`src/rtl/prim_reqack_pkg.sv`:
```
// Shared types for the REQ/ACK initiator and watchdog.
// Keeps the initiator FSM encoding in one place for both sides of the link.
package prim_reqack_pkg;

  typedef enum logic [1:0] {
    IDLE  = 2'd0,
    WAIT  = 2'd1,
    STALL = 2'd2
  } reqack_init_state_e;

  // REQ is held in every state except IDLE.
  function automatic logic state_drives_req(reqack_init_state_e st);
    return st != IDLE;
  endfunction

endpackage

```
`src/rtl/prim_reqack_initiator_if.sv`:
```
// Handshake and status bundle between the initiator and its event source / synchronizer.
interface prim_reqack_initiator_if #(
  parameter int unsigned CntWidth = 4
);

  logic                event_i;
  logic                req_o;
  logic                ack_i;
  logic [CntWidth-1:0] pending_o;
  logic                busy_o;
  logic                overflow_o;
  logic                timeout_o;
  logic                err_o;

  modport master (
    input  event_i,
    input  ack_i,
    output req_o,
    output pending_o,
    output busy_o,
    output overflow_o,
    output timeout_o,
    output err_o
  );

  modport slave (
    output event_i,
    output ack_i,
    input  req_o,
    input  pending_o,
    input  busy_o,
    input  overflow_o,
    input  timeout_o,
    input  err_o
  );

endinterface

```
`src/rtl/prim_reqack_wdog.sv`:
```
// Up-counting watchdog with clear/enable and a one-cycle expire strobe.
// TimeoutCycles == 0 disables it: the counter stays at zero and never expires.
module prim_reqack_wdog #(
  parameter int unsigned TimeoutCycles = 0,
  parameter int unsigned TimerWidth    = 16
) (
  input  logic clk_i,
  input  logic rst_i,
  input  logic clr_i,
  input  logic en_i,
  output logic expire_o
);

  localparam bit          Enabled = (TimeoutCycles != 0);
  localparam int unsigned LastInt = Enabled ? TimeoutCycles - 1 : 0;
  localparam logic [TimerWidth-1:0] Last = TimerWidth'(LastInt);

  logic [TimerWidth-1:0] timer_q;
  logic                  run;

  assign run = Enabled && en_i && !clr_i;

  always_ff @(posedge clk_i) begin
    if (rst_i) begin
      timer_q <= '0;
    end else if (clr_i) begin
      timer_q <= '0;
    end else if (run) begin
      timer_q <= timer_q + TimerWidth'(1);
    end
  end

  // Fires on the last counted cycle so the caller can register the pulse.
  assign expire_o = run && (timer_q == Last);

endmodule

```
`src/rtl/prim_reqack_initiator.sv`:
```
// SRC-side initiator: converts event pulses into two-phase REQ/ACK handshakes,
// coalescing pending events in a saturating counter and watching for a stalled partner.
module prim_reqack_initiator
  import prim_reqack_pkg::*;
#(
  parameter int unsigned CntWidth      = 4,
  parameter int unsigned TimeoutCycles = 0,
  parameter int unsigned TimerWidth    = 16,
  // Clear where the partner may legitimately raise ACK with REQ low.
  parameter bit          ChkAckIdle    = 1'b1
) (
  input logic                    clk_i,
  input logic                    rst_i,
  prim_reqack_initiator_if.master bus
);

  localparam logic [CntWidth-1:0] CntMax = '1;

  reqack_init_state_e state_q, state_d;
  logic [CntWidth-1:0] pend_q, pend_d;
  logic                ovf_q, ovf_d;
  logic                to_q;
  logic                err_q;
  logic                req;
  logic                hs;
  logic                full;
  logic                wd_clr;
  logic                wd_en;
  logic                wd_expire;

  assign req  = state_drives_req(state_q);
  assign hs   = req && bus.ack_i;
  assign full = (pend_q == CntMax);

  // Pending-event counter: an event and a handshake in the same cycle cancel.
  always_comb begin
    pend_d = pend_q;
    ovf_d  = 1'b0;
    if (bus.event_i && !hs) begin
      if (full) begin
        ovf_d = 1'b1;
      end else begin
        pend_d = pend_q + CntWidth'(1);
      end
    end else if (!bus.event_i && hs) begin
      pend_d = pend_q - CntWidth'(1);
    end
  end

  // Every handshake starts a fresh REQ phase for the watchdog.
  assign wd_clr = (state_q == IDLE) || hs;
  assign wd_en  = (state_q == WAIT) && !hs;

  prim_reqack_wdog #(
    .TimeoutCycles (TimeoutCycles),
    .TimerWidth    (TimerWidth)
  ) u_wdog (
    .clk_i    (clk_i),
    .rst_i    (rst_i),
    .clr_i    (wd_clr),
    .en_i     (wd_en),
    .expire_o (wd_expire)
  );

  always_ff @(posedge clk_i) begin
    if (rst_i) begin
      state_q <= IDLE;
    end else begin
      state_q <= state_d;
    end
  end

  always_comb begin
    state_d = state_q;
    unique case (state_q)
      IDLE: begin
        if (pend_d != '0) state_d = WAIT;
      end
      WAIT: begin
        if (pend_d == '0) begin
          state_d = IDLE;
        end else if (wd_expire) begin
          state_d = STALL;
        end
      end
      STALL: begin
        if (hs) state_d = (pend_d == '0) ? IDLE : WAIT;
      end
      default: state_d = IDLE;
    endcase
  end

  always_ff @(posedge clk_i) begin
    if (rst_i) begin
      pend_q <= '0;
      ovf_q  <= 1'b0;
      to_q   <= 1'b0;
      err_q  <= 1'b0;
    end else begin
      pend_q <= pend_d;
      ovf_q  <= ovf_d;
      to_q   <= wd_expire;
      err_q  <= err_q || wd_expire;
    end
  end

  assign bus.req_o      = req;
  assign bus.pending_o  = pend_q;
  assign bus.busy_o     = (pend_q != '0);
  assign bus.overflow_o = ovf_q;
  assign bus.timeout_o  = to_q;
  assign bus.err_o      = err_q;

  a_req_falls_on_hs : assert property (@(posedge clk_i)
    $fell(bus.req_o) |-> ($past(bus.req_o && bus.ack_i) || $past(rst_i)));

  a_ovf_when_full : assert property (@(posedge clk_i) disable iff (rst_i)
    bus.overflow_o |-> $past(pend_q == CntMax));

  if (ChkAckIdle) begin : g_ack_chk
    a_ack_needs_req : assert property (@(posedge clk_i) disable iff (rst_i)
      bus.ack_i |-> bus.req_o);
  end

endmodule

```
`src/flat_wrapper.sv`:
```
// flat-port wrapper written by rule: the top's interface ports become plain ports
module prim_reqack_initiator_flat import prim_reqack_pkg::*;
#(
  parameter int unsigned CntWidth      = 4,
  parameter int unsigned TimeoutCycles = 0,
  parameter int unsigned TimerWidth    = 16,
                                                                     
  parameter bit          ChkAckIdle    = 1'b1
)
  (clk_i, rst_i, bus_event_i, bus_ack_i, bus_req_o, bus_pending_o, bus_busy_o, bus_overflow_o, bus_timeout_o, bus_err_o);
  prim_reqack_initiator_if #(.CntWidth(CntWidth)) bus_i ();
  input logic clk_i;
  input logic rst_i;
  input wire logic [$bits(bus_i.event_i)-1:0] bus_event_i;
  input wire logic [$bits(bus_i.ack_i)-1:0] bus_ack_i;
  output wire logic [$bits(bus_i.req_o)-1:0] bus_req_o;
  output wire logic [$bits(bus_i.pending_o)-1:0] bus_pending_o;
  output wire logic [$bits(bus_i.busy_o)-1:0] bus_busy_o;
  output wire logic [$bits(bus_i.overflow_o)-1:0] bus_overflow_o;
  output wire logic [$bits(bus_i.timeout_o)-1:0] bus_timeout_o;
  output wire logic [$bits(bus_i.err_o)-1:0] bus_err_o;
  assign bus_i.event_i = bus_event_i;
  assign bus_i.ack_i = bus_ack_i;
  assign bus_req_o = bus_i.req_o;
  assign bus_pending_o = bus_i.pending_o;
  assign bus_busy_o = bus_i.busy_o;
  assign bus_overflow_o = bus_i.overflow_o;
  assign bus_timeout_o = bus_i.timeout_o;
  assign bus_err_o = bus_i.err_o;
  prim_reqack_initiator #(.CntWidth(CntWidth), .TimeoutCycles(TimeoutCycles), .TimerWidth(TimerWidth), .ChkAckIdle(ChkAckIdle)) u_core (.clk_i(clk_i), .rst_i(rst_i), .bus(bus_i));
endmodule
```
`config.mk`:
```
export PLATFORM = sky130hd
export DESIGN_NAME = prim_reqack_initiator_flat
export DESIGN_NICKNAME = d
export VERILOG_FILES = /design/src/rtl/prim_reqack_pkg.sv /design/src/rtl/prim_reqack_initiator_if.sv /design/src/rtl/prim_reqack_wdog.sv /design/src/rtl/prim_reqack_initiator.sv /design/src/flat_wrapper.sv
export SDC_FILE = /design/constraint.sdc
export NUM_CORES = 1
export LEC_CHECK = 0
export BUFFER_PORTS_ARGS = -buffer_cell sky130_fd_sc_hd__buf_2
export CAP_MARGIN = 20
export CORE_AREA = 5 5 42 44
export CTS_BUF_LIST = sky130_fd_sc_hd__clkbuf_4 sky130_fd_sc_hd__clkbuf_8
export DETAILED_ROUTE_END_ITERATION = 7
export DIE_AREA = 0 0 47 49
export SYNTH_ARGS = -nofsm -noshare
export SYNTH_HDL_FRONTEND = slang
export SYNTH_SLANG_ARGS = --single-unit
```
`constraint.sdc`:
```
create_clock -name clk_i -period 3.5 [get_ports clk_i]
set_input_delay 1.05 -clock clk_i [delete_from_list [all_inputs] [get_ports clk_i]]
set_output_delay 1.05 -clock clk_i [all_outputs]
set_load 0.005 [all_outputs]
```
# [Yosys cells after proc, flatten, opt, wreduce, memory -nomap -nowiden]
# Cells that the tools add are included.
# W data, S select, Z words.
[op_classes] n_addsub=2 eq_ne=6 n_mux=9 bitwise=1 reduce_logical=12
[op_table] cell="$mux W4" count=3
[op_table] cell="$reduce_bool A4 Y1" count=2
[op_table] cell="$mux W2" count=3
[op_table] cell="$pmux W2 S3" count=1
[op_table] cell="$add A4 B1 Y4 const B" count=1
[op_table] cell="$eq A4 B4 Y1 const B" count=1
[op_table] cell="$logic_not A4 Y1" count=1
[op_table] cell="$ne A2 B2 Y1 const B" count=2
[op_table] cell="$sub A4 B1 Y4 const B" count=1
[op_table] cell="$logic_and A1 B1 Y1" count=3
[op_table] cell="$reduce_and A3 Y1" count=1
[op_table] cell="$eq A2 B1 Y1 const B" count=1
[op_table] cell="$eq A2 B2 Y1 const B" count=1
[op_table] cell="$logic_not A1 Y1" count=2
[op_table] cell="$logic_not A2 Y1" count=1
[op_table] cell="$mux W1" count=2
[op_table] cell="$ne A2 B1 Y1 const B" count=1
[op_table] cell="$reduce_bool A2 Y1" count=1
[op_table] cell="$reduce_or A2 Y1" count=1
[op_table] cell="$not A1 Y1" count=1
[totals] regBits=7 inputBits=4 word_cells=33

# [Logic depth before layout (Yosys ltp)]
[logic_depth] ltp_word=9 mapped_depth=6 ltp_nobuf=6

# [Cells and area by module]
# From an unflattened synthesis, not the netlist that was laid out.
[hier_totals] cells_unflattened=71 area_unflattened_um2=595.6
[modules_own_cells] mod="prim_reqack_initiator" instances=1 cells_each=69 area_each_um2=584.3
[modules_own_cells] mod="prim_reqack_wdog" instances=1 cells_each=2 area_each_um2=11.3

# [Worst setup path after synthesis]
# Ideal clock, no wire load.
[synth_path] path_type="input port to flip-flop" start="in bus_event_i" end="reg u_core.state_q[0]" setup_ps=125 arrival_time_ps=2181 setup_slack_ps=1194 cell_stages=6 path_cell_list="buf_4 -> nand4_2 -> or3_1 -> a21oi_2 -> nor2_1 -> o41a_1"
[synth_via] elab_chain_len=8
[synth_lines] item="from (decl)" line="flat_wrapper.sv:14" text="input wire logic [$bits(bus_i.event_i)-1:0] bus_event_i;"
[synth_lines] item="$logic_not A1 Y1" line="prim_reqack_initiator.sv:45" text="end else if (!bus.event_i && hs) begin"
[synth_lines] item="$logic_and A1 B1 Y1" line="prim_reqack_initiator.sv:45"
[synth_lines] item="$mux W4" line="prim_reqack_initiator.sv:45"
[synth_lines] item="$mux W4 (*)" line="prim_reqack_initiator.sv:39" text="if (bus.event_i && !hs) begin"
[synth_lines] item="$logic_not A4 Y1" line="prim_reqack_initiator.sv:80, prim_reqack_initiator.sv:87"
[synth_lines] item="$mux W1" line="prim_reqack_initiator.sv:87" text="if (hs) state_d = (pend_d == '0) ? IDLE : WAIT;"
[synth_lines] item="$mux W2" line="prim_reqack_initiator.sv:87"
[synth_lines] item="$pmux W2 S3" line="prim_reqack_initiator.sv:75" text="unique case (state_q)"
[synth_lines] item="to (signal assigned)" line="prim_reqack_initiator.sv:69" text="state_q <= state_d;"
[synth_lines] item="to (decl)" line="prim_reqack_initiator.sv:19" text="reqack_init_state_e state_q, state_d;"
# Every way passes the cells marked *; elsewhere a longest branch is shown, timed or not. The select of a mux whose other input is x is not followed.
# A chain may end at the register's enable or synchronous reset.

# [Worst setup path in the final report]
[layout_path] start="reg u_core.pend_q[0], in the netlist u_core.bus.pending_o[0]" end="out bus_busy_o"
[layout_via] elab_chain_len=1
[layout_lines] item="from (decl)" line="prim_reqack_initiator.sv:20" text="logic [CntWidth-1:0] pend_q, pend_d;"
[layout_lines] item="from (signal assigned)" line="prim_reqack_initiator.sv:100" text="pend_q <= pend_d;"
[layout_lines] item="$reduce_bool A4 Y1" line="prim_reqack_initiator.sv:109" text="assign bus.busy_o = (pend_q != '0);"
[layout_lines] item="to (decl)" line="flat_wrapper.sv:18" text="output wire logic [$bits(bus_i.busy_o)-1:0] bus_busy_o;"
# No other way between the ends.

==> flow_summary.ini <==
[final_layout]
num-nets-final = 69
area_growth_pct = 18.38
drive_gt1_share_pct = 25.00
antenna_cells = 0

[worst_setup_path]
cp_max_fo = 6
startpoint_type = flop
path_cells = inv_1 > ha_1 > nand2_1 > buf_2
crit_start = u_core.bus.pending_o[0]
criticalPathCategory = reg -> out
cp_num_buf_inv = 2
crit_required_ns = 2.45
crit_arrival_ns = 1.16
slowest_delay_ns = 0.46
worst_setup_path_end_kind = output port
crit-reg2reg-launch = u_core.bus.pending_o[0]
critPathSlowestCell = dfxtp_1
critPathTopFamily = flip-flops

[yosys]
synth_area_leaders = dfxtp_1, ha_1, and2_1, buf_4, nand2_1
syn_area_um2 = 401.6
ys_ff_latch = 6
synthCells = 49
ys_warn_count = 0
yosys.area.top_type = dfxtp_1
synth_cell_types = 23
async_reset_ff_share_pct = 0
yosysSeqAreaShare_pct = 29.91
ys.flop_type = dfxtp_1
synth_commonest_cells = dfxtp_1, nand2_1, and2_1, inv_1, nor2_1
synth_edf_count = 0
avgSynthCellArea_um2 = 8.197
synth_top_area_share_pct = 29.91

[global_routing]
grt_pass1_vias = 346
gr-usage-all-layers_pct = 8.521
antenna_found_initial = 0
grt-ovfl-total = 0
grt_pass1_wl_um = 1428
grt_max_degree = 10

[drt]
vias = 371
first_pass_iters = 3
vias_per_cell = 4.882
wl_per_cell_um = 11.29
drc = 0
wl_um = 858
ant_nets = 0
first_iter_violations = 5

[power_and_ir_drop]
combPwrFrac_pct = 35.8
p_clk_share_pct = 24.8
power.internal_w = 0.0001608
finalPower_w = 0.0002481
sw_frac_of_total_pct = 35.18
seqPwrFrac_pct = 39.3
powerDensity_nw_per_um2 = 521.9
ir_worst_vdd_v = 0.0002432
cellLeakagePower_nw = 0.2230
p_sw_w = 0.00008728

[floorplan]
die_y_um = 49
pin_count = 13
fp.coreArea_um2 = 1401
num_rows = 14
fp.dieW_um = 47
die_area_um2 = 2303
start_util_pct = 28.66

[cts]
holdBufCountCts = 0
cts_made_buffers = 3
clk_latency_ns = 0.24
clock_sinks = 6
root_buffer = clkbuf_4
postCtsSetupBuffers = 0
clkTransAtPathRegs_ns = 0.05
h-tree-depth = 1
postCtsResizedCells = 0
clockBufferDepth = 2
cts_tree = yes

[timing]
whs_ns = 0.5531
rsz0062_at_grt = no
fin_skew_ns = 0.003923
fin_crit_sh_pct = 63.13
max_freq_mhz = 452.6
setup_tns_ns = 0
setup_viol = 0
fin_crit_ns = 2.210
final_max_slew_viol_count = 0
hold_viol = 0

[worst_hold_path]
hp-start = u_core.bus.pending_o[2]
hold_path_class = reg -> reg

[placement]
dp.final_hpwl_um = 717.7
gp_congestion = 0.8000
io_buffers = 10

[status]
outcome = complete, no violations

[flow_run]
maxCapViolations = 0
==> power by group through the flow <==
stage	clock [W]	sequential [W]	combinational, W
2_1_floorplan	0	0.0000960	0.0000605
3_5_place_dp	0	0.0000981	0.0000906
5_1_grt	0.0000726	0.0000991	0.000100
4_1_cts	0.0000658	0.0000969	0.0000908
6_report	0.0000616	0.0000976	0.0000889
3_3_place_gp	0	0.0000981	0.0000882
==> path summary, 6_finish.rpt <==
check	slack (ns)	depth (start not counted)	to
worst max-delay path	1.29	4	bus_busy_o
worst min-delay path	0.55	2	u_core.bus.overflow_o
worst max register to register	1.71	5	u_core.state_q[0]
worst min register to register	0.55	2	u_core.bus.overflow_o
==> layout by cell type, fill, tap and decap left out <==
cell	instances
nand4_2	1
nor4_1	2
nor3b_1	1
a21oi_2	1
conb_1	2
a32oi_1	1
o211a_1	1
a21oi_1	3
a311oi_1	1
inv_1	4
or3_1	1
a41o_1	1
mux2i_1	1
nand2_1	6
buf_2	10
xnor2_1	1
ha_1	3
nor2_1	4
dfxtp_1	6
o41a_1	1
clkbuf_4	3
and2_1	4
nor3_1	1
o21ai_0	1
==> layer usage <==
layer  vias up  wire length [um]  track usage, %
met1       171               420           11.21
met4         0                 0           5.530
met5         -                 0               0
li1        190                 -               -
met2        10               386           10.86
met3         0                51           3.690
==> final cells by class <==
| cell class | count | area (um2) |
|---|---|---|
| Fill cell | 160 | 925.9 |
| Inverter | 4 | 15.01 |
| Sequential cell | 6 | 120.1 |
| Timing Repair Buffer | 10 | 50.05 |
| Multi-Input combinational cell | 37 | 247.7 |
| Clock buffer | 3 | 22.52 |
| Tap cell | 16 | 20.02 |
==> through the flow <==
| stage | setup WS, ns | std cells | area [um2] | utilization, % |
|---|---|---|---|---|
| 2_1_floorplan | 1.194 | 50 | 405.4 | - |
| 3_3_place_gp | 1.064 | 73 | 452.9 | 32.32 |
| 3_5_place_dp | 1.045 | 73 | 452.9 | 32.32 |
| 4_1_cts | 1.276 | 76 | 475.5 | 33.93 |
| 5_1_grt | 1.197 | 76 | 475.5 | 33.93 |
| 6_report | 1.290 | 76 | 475.5 | 33.93 |
==> logic make-up (layout without fill, tap and decap cells) <==
kind of cell	Yosys count	after routing	share of synthesized area [%]
adders and majority gates	3	3	9.347
DFF	6	6	29.91
and+or+nand+nor	20	20	26.48
muxes	1	1	2.492
other	1	2	0.9337
buffers and inverters	7	17	9.344
xor gates and xnor gates	1	1	2.181
AOI/OAI and AO/OA	10	10	19.31
==> sequential cells by signal (all words and copies together) (netlist names) <==
signal,flops
u_core.bus.pending_o,4
u_core.bus.overflow_o,1
u_core.state_q,1
==> worst min-delay path: stages (launching register included) <==
cell and delay (ns):
dfxtp_1 0.38, nand2_1 0.09, nor4_1 0.04
Power figures use the tool's default switching activity.
